--- src/rtl/csh_sweep_pkg.sv ---
// Shared types for the MBOX cache directory sweep sequencer:
// FSM states, sweep function codes and entry counter width.
package csh_sweep_pkg;

  typedef enum logic [3:0] {
    ST_IDLE,
    ST_RD_REQ,
    ST_RD_WAIT,
    ST_WB_REQ,
    ST_WB_WAIT,
    ST_WR_REQ,
    ST_WR_WAIT,
    ST_NEXT,
    ST_DONE
  } sweep_state_e;

  typedef enum logic [1:0] {
    SWF_INVAL    = 2'b00,
    SWF_VALIDATE = 2'b01,
    SWF_UNLOAD   = 2'b10
  } sweep_func_e;

  // Entry counter is {set, way}, so its width is the sum of both index widths.
  function automatic int unsigned ent_width(input int unsigned set_w, input int unsigned way_w);
    return set_w + way_w;
  endfunction

endpackage

--- src/rtl/sweep_ack_timer.sv ---
// Wait-cycle counter shared by the three ack-wait states. Held at zero while
// clr is high; expired is high on the ACK_TIMEOUT-th counted cycle.
module sweep_ack_timer #(
  parameter int ACK_TIMEOUT = 64
) (
  input  logic clk,
  input  logic rst,
  input  logic clr,
  output logic expired
);

  localparam int CNT_W = (ACK_TIMEOUT > 1) ? $clog2(ACK_TIMEOUT) : 1;
  localparam logic [CNT_W-1:0] LAST = CNT_W'(ACK_TIMEOUT - 1);

  logic [CNT_W-1:0] cnt;

  // Saturates at LAST so expired stays asserted if the owner lingers.
  always_ff @(posedge clk) begin
    if (rst || clr) begin
      cnt <= '0;
    end else if (cnt != LAST) begin
      cnt <= cnt + 1'b1;
    end
  end

  assign expired = (cnt == LAST);

endmodule

--- src/rtl/csh_sweep_ctl.sv ---
// Cache sweep sequencer: walks every directory entry (set x way, way-minor)
// doing a directory read, an optional writeback and an optional directory write.
module csh_sweep_ctl
  import csh_sweep_pkg::*;
#(
  parameter int SET_W       = 7,
  parameter int WAY_W       = 2,
  parameter int PAGE_W      = 13,
  parameter int ACK_TIMEOUT = 64
) (
  input  logic              clk,
  input  logic              RESET,
  input  logic              sweep_start,
  input  logic [1:0]        sweep_func,
  input  logic              sweep_page_en,
  input  logic [PAGE_W-1:0] sweep_page,
  input  logic              mbox_grant,
  output logic              sweep_mbox_req,
  output logic [SET_W-1:0]  dir_set,
  output logic [WAY_W-1:0]  dir_way,
  output logic              dir_rd_req,
  input  logic              dir_rd_ack,
  input  logic              dir_valid,
  input  logic              dir_written,
  input  logic [PAGE_W-1:0] dir_page,
  output logic              wb_req,
  input  logic              wb_done,
  input  logic              wb_err,
  output logic              dir_wr_req,
  output logic              dir_wr_valid,
  output logic              dir_wr_written,
  input  logic              dir_wr_ack,
  output logic              sweep_busy,
  output logic              sweep_done,
  output logic              sweep_err,
  output sweep_state_e      dbg_state
);

  localparam int ENT_W = ent_width(SET_W, WAY_W);
  localparam logic [ENT_W-1:0] ENT_LAST = '1;

  sweep_state_e      state, state_nxt;
  logic [ENT_W-1:0]  ent;
  sweep_func_e       func_q;
  logic              page_en_q;
  logic [PAGE_W-1:0] page_q;

  logic accept, ent_inc, err_set;
  logic in_wait, timer_clr, ack_expired;
  logic hit, need_wb, need_wr;

  assign in_wait   = (state == ST_RD_WAIT) || (state == ST_WB_WAIT) || (state == ST_WR_WAIT);
  assign timer_clr = !in_wait;

  sweep_ack_timer #(
    .ACK_TIMEOUT(ACK_TIMEOUT)
  ) u_ack_timer (
    .clk     (clk),
    .rst     (RESET),
    .clr     (timer_clr),
    .expired (ack_expired)
  );

  assign hit     = dir_valid & (~page_en_q | (dir_page == page_q));
  assign need_wb = hit & dir_written & (func_q != SWF_INVAL);
  assign need_wr = hit & ((func_q != SWF_VALIDATE) | dir_written);

  // Handshake: each *_req strobe is high for exactly one cycle, only while
  // mbox_grant is high; the matching ack/done is sampled every cycle of the
  // following *_WAIT state and an ack on the timeout cycle still counts.
  always_comb begin
    state_nxt  = state;
    accept     = 1'b0;
    ent_inc    = 1'b0;
    err_set    = 1'b0;
    dir_rd_req = 1'b0;
    wb_req     = 1'b0;
    dir_wr_req = 1'b0;
    case (state)
      ST_IDLE: begin
        if (sweep_start) begin
          accept    = 1'b1;
          state_nxt = ST_RD_REQ;
        end
      end
      ST_RD_REQ: begin
        if (mbox_grant) begin
          dir_rd_req = 1'b1;
          state_nxt  = ST_RD_WAIT;
        end
      end
      ST_RD_WAIT: begin
        if (dir_rd_ack) begin
          if (need_wb)      state_nxt = ST_WB_REQ;
          else if (need_wr) state_nxt = ST_WR_REQ;
          else              state_nxt = ST_NEXT;
        end else if (ack_expired) begin
          err_set   = 1'b1;
          state_nxt = ST_NEXT;
        end
      end
      ST_WB_REQ: begin
        if (mbox_grant) begin
          wb_req    = 1'b1;
          state_nxt = ST_WB_WAIT;
        end
      end
      ST_WB_WAIT: begin
        if (wb_done) begin
          if (wb_err) begin
            err_set   = 1'b1;
            state_nxt = ST_NEXT;
          end else begin
            state_nxt = ST_WR_REQ;
          end
        end else if (ack_expired) begin
          err_set   = 1'b1;
          state_nxt = ST_NEXT;
        end
      end
      ST_WR_REQ: begin
        if (mbox_grant) begin
          dir_wr_req = 1'b1;
          state_nxt  = ST_WR_WAIT;
        end
      end
      ST_WR_WAIT: begin
        if (dir_wr_ack) begin
          state_nxt = ST_NEXT;
        end else if (ack_expired) begin
          err_set   = 1'b1;
          state_nxt = ST_NEXT;
        end
      end
      ST_NEXT: begin
        if (ent == ENT_LAST) begin
          state_nxt = ST_DONE;
        end else begin
          ent_inc   = 1'b1;
          state_nxt = ST_RD_REQ;
        end
      end
      ST_DONE: begin
        if (sweep_start) begin
          accept    = 1'b1;
          state_nxt = ST_RD_REQ;
        end else begin
          state_nxt = ST_IDLE;
        end
      end
      default: state_nxt = ST_IDLE;
    endcase
  end

  always_ff @(posedge clk) begin
    if (RESET) begin
      state     <= ST_IDLE;
      ent       <= '0;
      func_q    <= SWF_INVAL;
      page_en_q <= 1'b0;
      page_q    <= '0;
      sweep_err <= 1'b0;
    end else begin
      state <= state_nxt;
      if (accept) begin
        case (sweep_func)
          2'b00:   func_q <= SWF_INVAL;
          2'b01:   func_q <= SWF_VALIDATE;
          default: func_q <= SWF_UNLOAD;
        endcase
        page_en_q <= sweep_page_en;
        page_q    <= sweep_page;
        ent       <= '0;
        sweep_err <= 1'b0;
      end else begin
        if (ent_inc) ent <= ent + 1'b1;
        if (err_set) sweep_err <= 1'b1;
      end
    end
  end

  assign sweep_busy     = (state != ST_IDLE) && (state != ST_DONE);
  assign sweep_mbox_req = sweep_busy;
  assign sweep_done     = (state == ST_DONE);
  assign dir_set        = ent[ENT_W-1:WAY_W];
  assign dir_way        = ent[WAY_W-1:0];
  // Write data depends only on the latched function, so it is stable across WR_REQ/WR_WAIT.
  assign dir_wr_valid   = ((state == ST_WR_REQ) || (state == ST_WR_WAIT)) && (func_q == SWF_VALIDATE);
  assign dir_wr_written = 1'b0;
  assign dbg_state      = state;

endmodule

--- config.mk ---
export PLATFORM = sky130hd
export DESIGN_NAME = csh_sweep_ctl
export DESIGN_NICKNAME = d
export VERILOG_FILES = /design/src/rtl/csh_sweep_pkg.sv /design/src/rtl/sweep_ack_timer.sv /design/src/rtl/csh_sweep_ctl.sv
export SDC_FILE = /design/constraint.sdc
export NUM_CORES = 1
export LEC_CHECK = 0
export CORE_MARGIN = 3
export CORE_UTILIZATION = 32
export CTS_BUF_LIST = sky130_fd_sc_hd__clkbuf_16
export CTS_CLUSTER_DIAMETER = 40
export DETAILED_ROUTE_END_ITERATION = 12
export GPL_ROUTABILITY_DRIVEN = 0
export SLEW_MARGIN = 20
export SYNTH_ARGS = -nofsm -noshare
export SYNTH_HDL_FRONTEND = slang
export SYNTH_HIERARCHICAL = 1
export SYNTH_SLANG_ARGS = --single-unit
--- constraint.sdc ---
create_clock -name clk -period 2 [get_ports clk]
set_clock_uncertainty 0.1 [all_clocks]
set_input_delay 0.4 -clock clk [delete_from_list [all_inputs] [get_ports clk]]
set_output_delay 0.4 -clock clk [all_outputs]
set_load 0.01 [all_outputs]
==> impl_metrics.env <==
export IMPL_multiInputGateArea_mm2=0.00113
export IMPL_final_max_slew_viol_count=0
export IMPL_areaGrowthSynthToFinish_pct=46.2
export IMPL_drt_total_wl_um=4760
export IMPL_cap_violations=0
export IMPL_grt_pass1_wl_um=8060
export IMPL_synth_async_reset_ratio=0
export IMPL_place_area_mm2=0.00268
export IMPL_synthesis_area_mm2=0.00192
export IMPL_die_area_mm2=0.00696
export IMPL_endpoint_kind="output pin"
export IMPL_synth_most_common_cell="nand2_1"
export IMPL_antenna_found_initial=0
export IMPL_nFillCells=549
export IMPL_synth_commonest_cells="nand2_1, dfxtp_1, a21oi_1"
export IMPL_place_inst=370
export IMPL_crit_arrival_ps=1410
export IMPL_grt_pass1_vias=1755
export IMPL_dp_slack_ps=-190
export IMPL_critPathRequiredTime_ps=1500
export IMPL_yosysWarnings=6
export IMPL_synth_cell_types=49
export IMPL_finalSetupTns_ps=0
export IMPL_drc=0
export IMPL_synth_seq_cells=36
export IMPL_period_minus_slack_ps=1910
export IMPL_clock_path_buffers=2
export IMPL_syn_nets=277
export IMPL_htreeDepth=2
export IMPL_rsz0062_at_grt="yes"
export IMPL_drt_iter0_markers=52
export IMPL_path_class="reg -> out"
export IMPL_holdBufCountCts=0
export IMPL_cts_sinks=36
export IMPL_muxShareOfSynthArea=0.0163
export IMPL_fp_row_count=27
export IMPL_power_w=0.00209
export IMPL_synth_area_leaders="dfxtp_1, xnor2_1, nand2_1, a21oi_1, nor2_1"
export IMPL_clk_latency_ps=280
export IMPL_die_width_um=83.4
export IMPL_dp_final_hpwl_um=3690
export IMPL_fp_dieH_um=83.4
export IMPL_port_buffers=59
export IMPL_fin_crit_sh=0.955
export IMPL_synth_compound_area_frac=0.133
export IMPL_final_seq_area_um2=726
export IMPL_num_nets_final=347
export IMPL_ys_seq_area_frac=0.375
export IMPL_min_path_cells=2
export IMPL_min_path_type="reg -> reg"
export IMPL_powerDensity_mw_per_mm2=747
export IMPL_antennaDiodeCount=0
export IMPL_synth_top_area_frac=0.375
export IMPL_coreArea_mm2=0.00564
export IMPL_grtUsageTotal=0.139
export IMPL_cts_tree="built"
export IMPL_firstDrtPassIters=4
export IMPL_synth_simple_area_share=0.315
export IMPL_fin_area_mm2=0.00281
export IMPL_start_util=0.340
export IMPL_synth_adder_area_share=0.0196
export IMPL_vdd_drop_max_mv=0.353
export IMPL_via_per_inst=4.80
export IMPL_timing_final_ws_setup_ps=90.4
export IMPL_fmax_ghz=0.524
export IMPL_r2r_cells=7
export IMPL_ioPinCount=61
export IMPL_yosys_area_share_xor_xnor=0.100
export IMPL_overflow=0
export IMPL_hold_viol=0
export IMPL_setup_viol=0
export IMPL_root_buffer="clkbuf_16"
export IMPL_layout_drive_gt1_share=0.125
export IMPL_yosys_area_top_type="dfxtp_1"
export IMPL_status="finished clean"
export IMPL_p_leak_nw=1.04
export IMPL_clk_pin_slew_ps=60
export IMPL_postSynthCellCount=235
export IMPL_vias=1809
export IMPL_final_cells=377
export IMPL_synth_avg_cell_area_um2=8.17
export IMPL_grt_max_degree=17
export IMPL_synth_edf_count=0
export IMPL_synthFlopType="dfxtp_1"
export IMPL_synth_top_family_by_area="simple AND/OR/NAND/NOR gates"
export IMPL_cts_buffers=5
export IMPL_detail_route_antenna_nets=0
export IMPL_wl_per_cell_um=12.6
export IMPL_cp_start_kind="register"
export IMPL_cp_max_fo=11
## critical path, cell delays in order, from the launching register on
cell and delay [ps]:
dfxtp_2 370, or3_1 400, nor2_1 100, dlygate4sd2_1 270
## per-stage QoR
step	hold WS [ps]	util
6_report	360	0.497
3_3_place_gp	353	0.475
4_1_cts	363	0.497
5_1_grt	381	0.497
2_1_floorplan	337	-
3_5_place_dp	356	0.475
## registers in the layout (all words and copies together) (netlist names)
register and cells:
page_en_q 1, func_q 2, u_ack_timer/cnt 6, dbg_state 4
sweep_err 1, ent 9, page_q 13
## cells in the final DEF (no fill, tap or decap), types with 2 or more instances in the layout
| cell | n |
|---|---|
| nand2_1 | 41 |
| ha_1 | 2 |
| nand2b_1 | 2 |
| nor2_1 | 22 |
| clkdlybuf4s50_1 | 52 |
| dfxtp_2 | 4 |
| nor2b_1 | 2 |
| nor3b_1 | 3 |
| dlygate4sd2_1 | 6 |
| mux2i_1 | 2 |
| nand4_1 | 5 |
| nor3_1 | 2 |
| dfxtp_1 | 32 |
| o21ai_0 | 6 |
| a21oi_1 | 24 |
| clkbuf_16 | 5 |
| buf_4 | 17 |
| o21a_1 | 2 |
| or3_1 | 2 |
| and4_1 | 2 |
| nor4_1 | 6 |
| o32a_1 | 2 |
| nand3b_1 | 5 |
| xnor2_1 | 22 |
| nand3_1 | 6 |
| clkinv_1 | 2 |
## cell type report
class | instances | area share
inverters | 1 | 0.00134
clock buffers | 5 | 0.0446
clock inverters | 2 | 0.00268
flip-flops and latches | 36 | 0.259
repair buffers | 77 | 0.259
well taps | 72 | 0.0321
multi-input cells | 184 | 0.402
## cell families (layout without fill, tap and decap cells)
family,count (synthesis),after routing
AOI/OAI and AO/OA,43,43
xor gates and xnor gates,22,22
adders and majority gates,3,3
buffers and inverters,15,85
DFF,36,36
muxes,3,3
other,1,1
and+or+nand+nor,112,112
## layer usage
metal	GRT usage	share of wire	vias up
met2	0.220	0.44	54
met3	0.0437	0.066	5
met4	0.0322	0.0082	0
li1	-	-	963
met5	0	0	-
met1	0.186	0.49	787
## power breakdown
part / switching [W] / internal [W] / leakage [nW]
Clock: 0.000274 / 0.000445 / 0.0648
Combinational: 0.000259 / 0.000293 / 0.680
Sequential: 0.0000502 / 0.000774 / 0.294
Total: 0.000583 / 0.00151 / 1.04
## timing repair
action                                  CTS  global route
pin swaps                                 0             0
endpoints found under the setup margin    8             5
resized for setup                        10             4
setup buffers                             0             0
## path summary, 6_finish.rpt
check,startpoint,end,slack [ps]
worst min-delay path,page_en_q$_SDFFE_PP0P_,page_en_q$_SDFFE_PP0P_,360
worst max-delay path,dbg_state[0]$_SDFFE_PP0P_,sweep_done,90
worst max register to register,u_ack_timer/cnt[1]$_SDFFE_PP0P_,dbg_state[2]$_SDFFE_PP0P_,150
worst min register to register,page_en_q$_SDFFE_PP0P_,page_en_q$_SDFFE_PP0P_,360
Note: power is estimated with default switching activity, not from simulation.
